===== config.mk =====
export PLATFORM = sky130hd
export DESIGN_NAME = epcs_tx_intf
export DESIGN_NICKNAME = d
export VERILOG_FILES = /design/src/rtl/epcs_pkg.sv /design/src/rtl/epcs_tx_fifo.sv /design/src/rtl/epcs_tx_intf.sv
export SDC_FILE = /design/constraint.sdc
export NUM_CORES = 1
export LEC_CHECK = 0
export ABC_AREA = 1
export CORE_MARGIN = 2
export CORE_UTILIZATION = 35
export DETAILED_ROUTE_END_ITERATION = 10
export HOLD_SLACK_MARGIN = 0.12
export SYNTH_ARGS = -nofsm -noshare
export SYNTH_HDL_FRONTEND = slang
export SYNTH_SLANG_ARGS = --single-unit

===== constraint.sdc =====
create_clock -name clk -period 2.85 [get_ports clk]
set_input_delay 0.57 -clock clk [delete_from_list [all_inputs] [get_ports clk]]
set_output_delay 0.57 -clock clk [all_outputs]
set_load 0.02 [all_outputs]

===== src/rtl/epcs_pkg.sv =====
// epcs_pkg: shared constants and types for the EPCS TX interface.
//   K28_5_RDN / K28_5_RDP : 10-bit K28.5 comma codes, both running disparities
//   IDLE_WORD_DEF         : default 20-bit idle word {K28.5 RD+, K28.5 RD-}
//   state_t               : TX control state encoding
package epcs_pkg;

    localparam int          WORD_W        = 20;
    localparam logic [9:0]  K28_5_RDN     = 10'h0FA;
    localparam logic [9:0]  K28_5_RDP     = 10'h305;
    localparam logic [19:0] IDLE_WORD_DEF = {K28_5_RDP, K28_5_RDN};

    typedef enum logic [1:0] {
        WAIT  = 2'd0,
        ALIGN = 2'd1,
        RUN   = 2'd2
    } state_t;

endpackage


===== src/rtl/epcs_tx_fifo.sv =====
// epcs_tx_fifo: synchronous FIFO with first-word-fall-through read data.
//   clk, rstn : clock, asynchronous active-low reset of pointers/count
//   push      : write din (ignored when full)
//   pop       : advance the read pointer (ignored when empty)
//   flush     : synchronous clear of pointers and count; wins over push/pop
//   din       : write data
//   dout      : word at the read pointer (valid whenever count != 0)
//   count     : number of stored words, 0..FIFO_DEPTH
module epcs_tx_fifo #(
    parameter int FIFO_DEPTH = 4,
    parameter int WIDTH      = 20
) (
    input  logic                          clk,
    input  logic                          rstn,
    input  logic                          push,
    input  logic                          pop,
    input  logic                          flush,
    input  logic [WIDTH-1:0]              din,
    output logic [WIDTH-1:0]              dout,
    output logic [$clog2(FIFO_DEPTH):0]   count
);

    localparam int             AW      = $clog2(FIFO_DEPTH);
    localparam logic [AW:0]    DEPTH_C = (AW+1)'(FIFO_DEPTH);

    logic [WIDTH-1:0] mem [FIFO_DEPTH];
    logic [AW-1:0]    wr_ptr;
    logic [AW-1:0]    rd_ptr;
    logic             do_push;
    logic             do_pop;

    assign do_push = push && (count < DEPTH_C);
    assign do_pop  = pop && (count != '0);
    assign dout    = mem[rd_ptr];

    // Storage carries no reset; only pointers and count are control.
    always_ff @(posedge clk) begin
        if (do_push) begin
            mem[wr_ptr] <= din;
        end
    end

    // Pointers are power-of-two wide, so increment wraps modulo depth.
    always_ff @(posedge clk or negedge rstn) begin
        if (!rstn) begin
            wr_ptr <= '0;
            rd_ptr <= '0;
            count  <= '0;
        end else if (flush) begin
            wr_ptr <= '0;
            rd_ptr <= '0;
            count  <= '0;
        end else begin
            if (do_push) begin
                wr_ptr <= wr_ptr + 1'b1;
            end
            if (do_pop) begin
                rd_ptr <= rd_ptr + 1'b1;
            end
            case ({do_push, do_pop})
                2'b10:   count <= count + 1'b1;
                2'b01:   count <= count - 1'b1;
                default: count <= count;
            endcase
        end
    end

endmodule


===== src/rtl/epcs_tx_intf.sv =====
// epcs_tx_intf: fabric-to-EPCS lane TX interface.
// Buffers 20-bit pre-encoded words, sends an ALIGN_CYCLES comma burst after
// each lane_rdy rise, then streams data (idle commas fill gaps) through a
// two-register retiming path.
//   clk       : transmit word clock
//   rstn      : asynchronous active-low reset
//   lane_rdy  : SerDes TX lane ready
//   txdin     : word to transmit       txvali : txdin valid
//   txrdy     : FIFO accepts a word this cycle
//   txdout    : word to EPCS TX port   txvalo : txdout is data, not idle
//   aligned   : alignment burst done, data path live
//   err_wr    : sticky, txvali seen while txrdy low (word dropped)
// Build option EPCS_TX_NEGEDGE_EN: adds a negedge register on txdout/txvalo
// for half-cycle hold margin at the SerDes input.
module epcs_tx_intf
    import epcs_pkg::*;
#(
    parameter int          FIFO_DEPTH   = 4,
    parameter int          ALIGN_CYCLES = 16,
    parameter logic [19:0] IDLE_WORD    = IDLE_WORD_DEF
) (
    input  logic        clk,
    input  logic        rstn,
    input  logic        lane_rdy,
    input  logic [19:0] txdin,
    input  logic        txvali,
    output logic        txrdy,
    output logic [19:0] txdout,
    output logic        txvalo,
    output logic        aligned,
    output logic        err_wr
);

    localparam int          AW        = $clog2(FIFO_DEPTH);
    localparam logic [AW:0] DEPTH_C   = (AW+1)'(FIFO_DEPTH);
    localparam logic [7:0]  ALIGN_END = 8'(ALIGN_CYCLES - 1);

    state_t       state;
    state_t       next_state;
    logic [7:0]   align_cnt;
    logic [AW:0]  count;
    logic [19:0]  fifo_dout;
    logic         push;
    logic         pop;
    logic         flush;

    logic [19:0]  stage1_p1;
    logic         vld_p1;
    logic [19:0]  dout_p2;
    logic         vld_p2;

    assign txrdy = (state != WAIT) && (count < DEPTH_C);
    assign push  = txvali && txrdy;
    // Pop is held off on the edge that drops into WAIT so no queued word
    // leaks into the pipeline while the FIFO is being flushed.
    assign pop   = (state == RUN) && lane_rdy && (count != '0);
    assign flush = !lane_rdy || (state == WAIT);

    epcs_tx_fifo #(
        .FIFO_DEPTH (FIFO_DEPTH),
        .WIDTH      (20)
    ) u_fifo (
        .clk   (clk),
        .rstn  (rstn),
        .push  (push),
        .pop   (pop),
        .flush (flush),
        .din   (txdin),
        .dout  (fifo_dout),
        .count (count)
    );

    always_comb begin
        next_state = state;
        case (state)
            WAIT:    if (lane_rdy) next_state = ALIGN;
            ALIGN:   if (align_cnt == ALIGN_END) next_state = RUN;
            RUN:     next_state = RUN;
            default: next_state = WAIT;
        endcase
        if (!lane_rdy) begin
            next_state = WAIT;
        end
    end

    always_ff @(posedge clk or negedge rstn) begin
        if (!rstn) begin
            state     <= WAIT;
            align_cnt <= '0;
            aligned   <= 1'b0;
            err_wr    <= 1'b0;
        end else begin
            state     <= next_state;
            align_cnt <= (state == ALIGN) ? align_cnt + 1'b1 : 8'd0;
            aligned   <= (state == RUN);
            err_wr    <= err_wr | (txvali & ~txrdy);
        end
    end

    // ---- stage p1: FIFO head or idle comma ----
    always_ff @(posedge clk or negedge rstn) begin
        if (!rstn) begin
            stage1_p1 <= '0;
            vld_p1    <= 1'b0;
        end else if (pop) begin
            stage1_p1 <= fifo_dout;
            vld_p1    <= 1'b1;
        end else begin
            stage1_p1 <= IDLE_WORD;
            vld_p1    <= 1'b0;
        end
    end

    // ---- stage p2: posedge output register ----
    always_ff @(posedge clk or negedge rstn) begin
        if (!rstn) begin
            dout_p2 <= '0;
            vld_p2  <= 1'b0;
        end else begin
            dout_p2 <= stage1_p1;
            vld_p2  <= vld_p1;
        end
    end

`ifdef EPCS_TX_NEGEDGE_EN
    logic [19:0] dout_p3;
    logic        vld_p3;

    // ---- stage p3: negedge retiming for SerDes hold margin ----
    always_ff @(negedge clk or negedge rstn) begin
        if (!rstn) begin
            dout_p3 <= '0;
            vld_p3  <= 1'b0;
        end else begin
            dout_p3 <= dout_p2;
            vld_p3  <= vld_p2;
        end
    end

    assign txdout = dout_p3;
    assign txvalo = vld_p3;
`else
    assign txdout = dout_p2;
    assign txvalo = vld_p2;
`endif

endmodule


==> summary.md <==
| Metric | Value |
|---|---|
| Status | `finished, final reports clean` |
| Die W | `~130 µm` |
| Clock Latency Late Sink | `0.42 ns` |
| Setup_tns | `0 ns` |
| Initial core utilization | `35.9%` |
| First DRT Iteration DRCs | `between 150 and 200` |
| R2r setup slk | `around 1.0 ns` |
| Worst clock skew | `0.00712 ns` |
| Vias | `between 3k and 4k` |
| Critical Path Fanout Max | `4` |
| Worst path buffer plus inverter count | `2` |
| Pleak | `2.51 nW` |
| TritonCTS buffer count | `17` |
| Syn_area_per_cell | `13.2 µm²` |
| Initial antenna violation count | `0` |
| Port-buffer cells | `between 40 and 50` |
| Multi-input logic area | `~1100 µm²` |
| Setup violators final | `0` |
| CP arrival | `1.90 ns` |
| Register area share after synthesis | `approximately 75%` |
| Hold Vio Cnt, Final | `0` |
| DR WL/cell | `between 10 and 15 µm` |
| FILL cells | `roughly 1.3k` |
| Crit-path cells | `inv_1, ha_1, nor2_4, clkdlybuf4s50_1` |
| Tcrit/Tclk final | `slightly below 90%` |
| Slowest CP cell | `clkdlybuf4s50_1` |
| End-of-flow core utilization | `44.8%` |
| CP Class | `reg -> out` |
| Detailed placer's ending HPWL | `5680 µm` |
| Worst reg2reg path depth | `10` |
| Grt ovf | `0` |
| # Post-CTS Setup Buffers | `0` |
| FP Rows | `44` |
| GRT Util Overall | `13.0%` |
| Warnings from Yosys | `0` |
| N_diodes | `0` |
| Root buffer cell | `clkbuf_16` |
| CP Capture Type | `output pin` |
| PD cells | `777 nW/µm²` |
| Die area | `15900 µm²` |
| Nets | `487` |
| Stages on worst setup path | `4` |
| Routed wire length | `9670 µm` |
| Layout cell share with drive strength beyond 1 | `roughly an eighth` |
| MaxCap Viol Count | `0` |
| Placed cell count | `around 620` |
| Vias in the first global route | `about 3.1k` |
| CP Data Required Time | `2.28 ns` |
| Clk buf depth | `2` |
| Cells after Synth | `396` |
| Non-filler cells, final | `650` |
| Synthesis-to-layout area growth | `24.7%` |
| Post-cts repair resize count | `0` |
| Hold-fix buffer count after cts | `0` |
| Slew Viols, Final | `0` |
| CTS tree | `built` |
| Slowest Stage Delay on Critical Path | `roughly 0.62 ns` |
| Final ANT Viol Nets | `0` |
| Clk slew on worst S/H paths | `0.06 ns` |
| Worst slew pin tran | `~0.8 ns` |
| Hold/Removal Path Class | `in -> async` |
| DRC viols | `0` |
| Fmax | `~0.41 GHz` |
| Top Ports | `48` |
| VDD IR max | `0.466 mV` |
| Clock period minus worst slack | `2.47 ns` |
| Unrepaired setup endpoints after global routing | `false` |
| Seq cells post-synth | `between 100 and 150` |
| Minimum hold slack | `0.167 ns` |
| Pre-Repair DR Iteration Count | `4` |
| Family with the most delay on the worst path | `buffers and inverters` |
| Die Ht | `~130 µm` |
| Via density | `4.65` |
| Yosys cell types | `28` |
| Slew headroom | `45.2%` |
| Number of H-tree levels | `4` |
| Syn Nets | `430` |
| Post-Syn Area | `around 5200 µm²` |
| Clk sinks | `between 100 and 150` |
| Pin count of the biggest net entering global routing | `44` |
| Startpoint types | `flip-flop` |
| First-pass GRT wire length | `15400 µm` |
| Core area | `about 15000 µm²` |
| Register Area | `just under 4000 µm²` |
| Gpl congestion | `roughly 0.75` |
-- worst register-to-register path, delay by kind of cell, from the launching register on --
family,cells,cell delay [ns]
simple gates,6,0.52
buf+inv,2,0.19
fa+ha+maj,2,0.64
flops,1,0.39
-- final cells by class --
cell class,instances,share of cell area [%]
clock inverter,11,1.42
timing repair buffer,54,8.15
inverter,26,1.54
multi-input combinational,213,17.1
sequential,141,60.3
clock buffer,21,7.90
tap,184,3.54
-- flip-flops by register name, summed over array words and instances (netlist names) --
signal / flops
state: 2
u_fifo.mem: 80
txdout: 20
txvalo: 1
vld_p1: 1
stage1_p1: 20
aligned: 1
align_cnt: 8
u_fifo.count: 3
u_fifo.rd_ptr: 2
u_fifo.wr_ptr: 2
err_wr: 1
-- worst paths after layout --
path	startpoint	to
setup reg to reg	state[0]	u_fifo.count[2]
setup / recovery	state[0]	txrdy
min in group clk	stage1_p1[17]	txdout[17]
max in group asynchronous	rstn	txdout[15]
hold / removal	rstn	stage1_p1[6]
hold reg to reg	stage1_p1[17]	txdout[17]
-- cell usage after synthesis --
cell type,number,area (µm²)
nor2_1,95,357
nor2_4,2,22.5
buf_2,3,15.0
nand2_1,17,63.8
o21bai_1,1,7.51
edfxtp_1,80,2400
ha_1,9,113
fa_1,1,20.0
nor2_2,1,6.26
o21ai_2,2,17.5
buf_6,2,22.5
xor2_1,1,8.76
nand2_2,4,25.0
nand3_1,9,45.0
inv_4,1,6.26
clkbuf_1,7,26.3
dfrtp_1,61,1530
inv_1,21,78.8
a21oi_1,16,80.1
buf_1,1,3.75
nand3_2,2,20.0
o21ai_1,1,5.00
nand2_4,2,22.5
nand4_1,2,12.5
o311ai_0,10,87.6
inv_2,4,15.0
o21ai_0,38,190
buf_4,3,22.5
-- cells in the final DEF, fill, tap and decap left out, drive strengths merged --
master         count
xor2               1
nand2             23
buf                8
clkinvlp           4
clkbuf            21
nor2              98
ha                 9
inv               32
o21ai             41
fa                 1
dfrtp             61
clkinv             1
nand3             11
nand4              2
clkdlybuf4s50     46
a21oi             16
o311ai            10
edfxtp            80
o21bai             1
-- routing by layer --
layer / vias up / global-route usage (%) / share of wire (%)
li1: 1467 / - / -
met1: 1488 / 14.3 / 42
met2: 55 / 22.2 / 52
met3: 10 / 5.56 / 4.3
met4: 0 / 4.98 / 1.4
met5: - / 0 / 0
-- kinds of logic after synthesis --
kind of cell,count (synthesis),synth area share (%)
adder cells (fa/ha/maj),10,2.54
AND/OR/NAND/NOR,134,11.0
buffers and inverters,42,3.64
AO/OA/AOI/OAI,68,7.43
flip-flops,141,75.2
XOR/XNOR,1,0.168
-- power by group --
group	switching [mW]	total [mW]	internal, mW
clock	0.866	2.18	1.31
combinational	0.351	0.537	0.186
sequential	0.0411	2.34	2.30
total	1.26	5.06	3.80
-- metrics by stage --
stage | worst slack, ns | instance area (µm²) | total power, mW
floorplan | 0.603 | 5220 | 2.71
global route | 0.277 | 6510 | 5.27
finish | 0.382 | 6510 | 5.06
detailed placement | 0.636 | 5900 | 2.93
CTS | 0.347 | 6510 | 5.12
global placement | 0.663 | 5900 | 2.91
No activity file was read; power rests on OpenSTA's default activity.
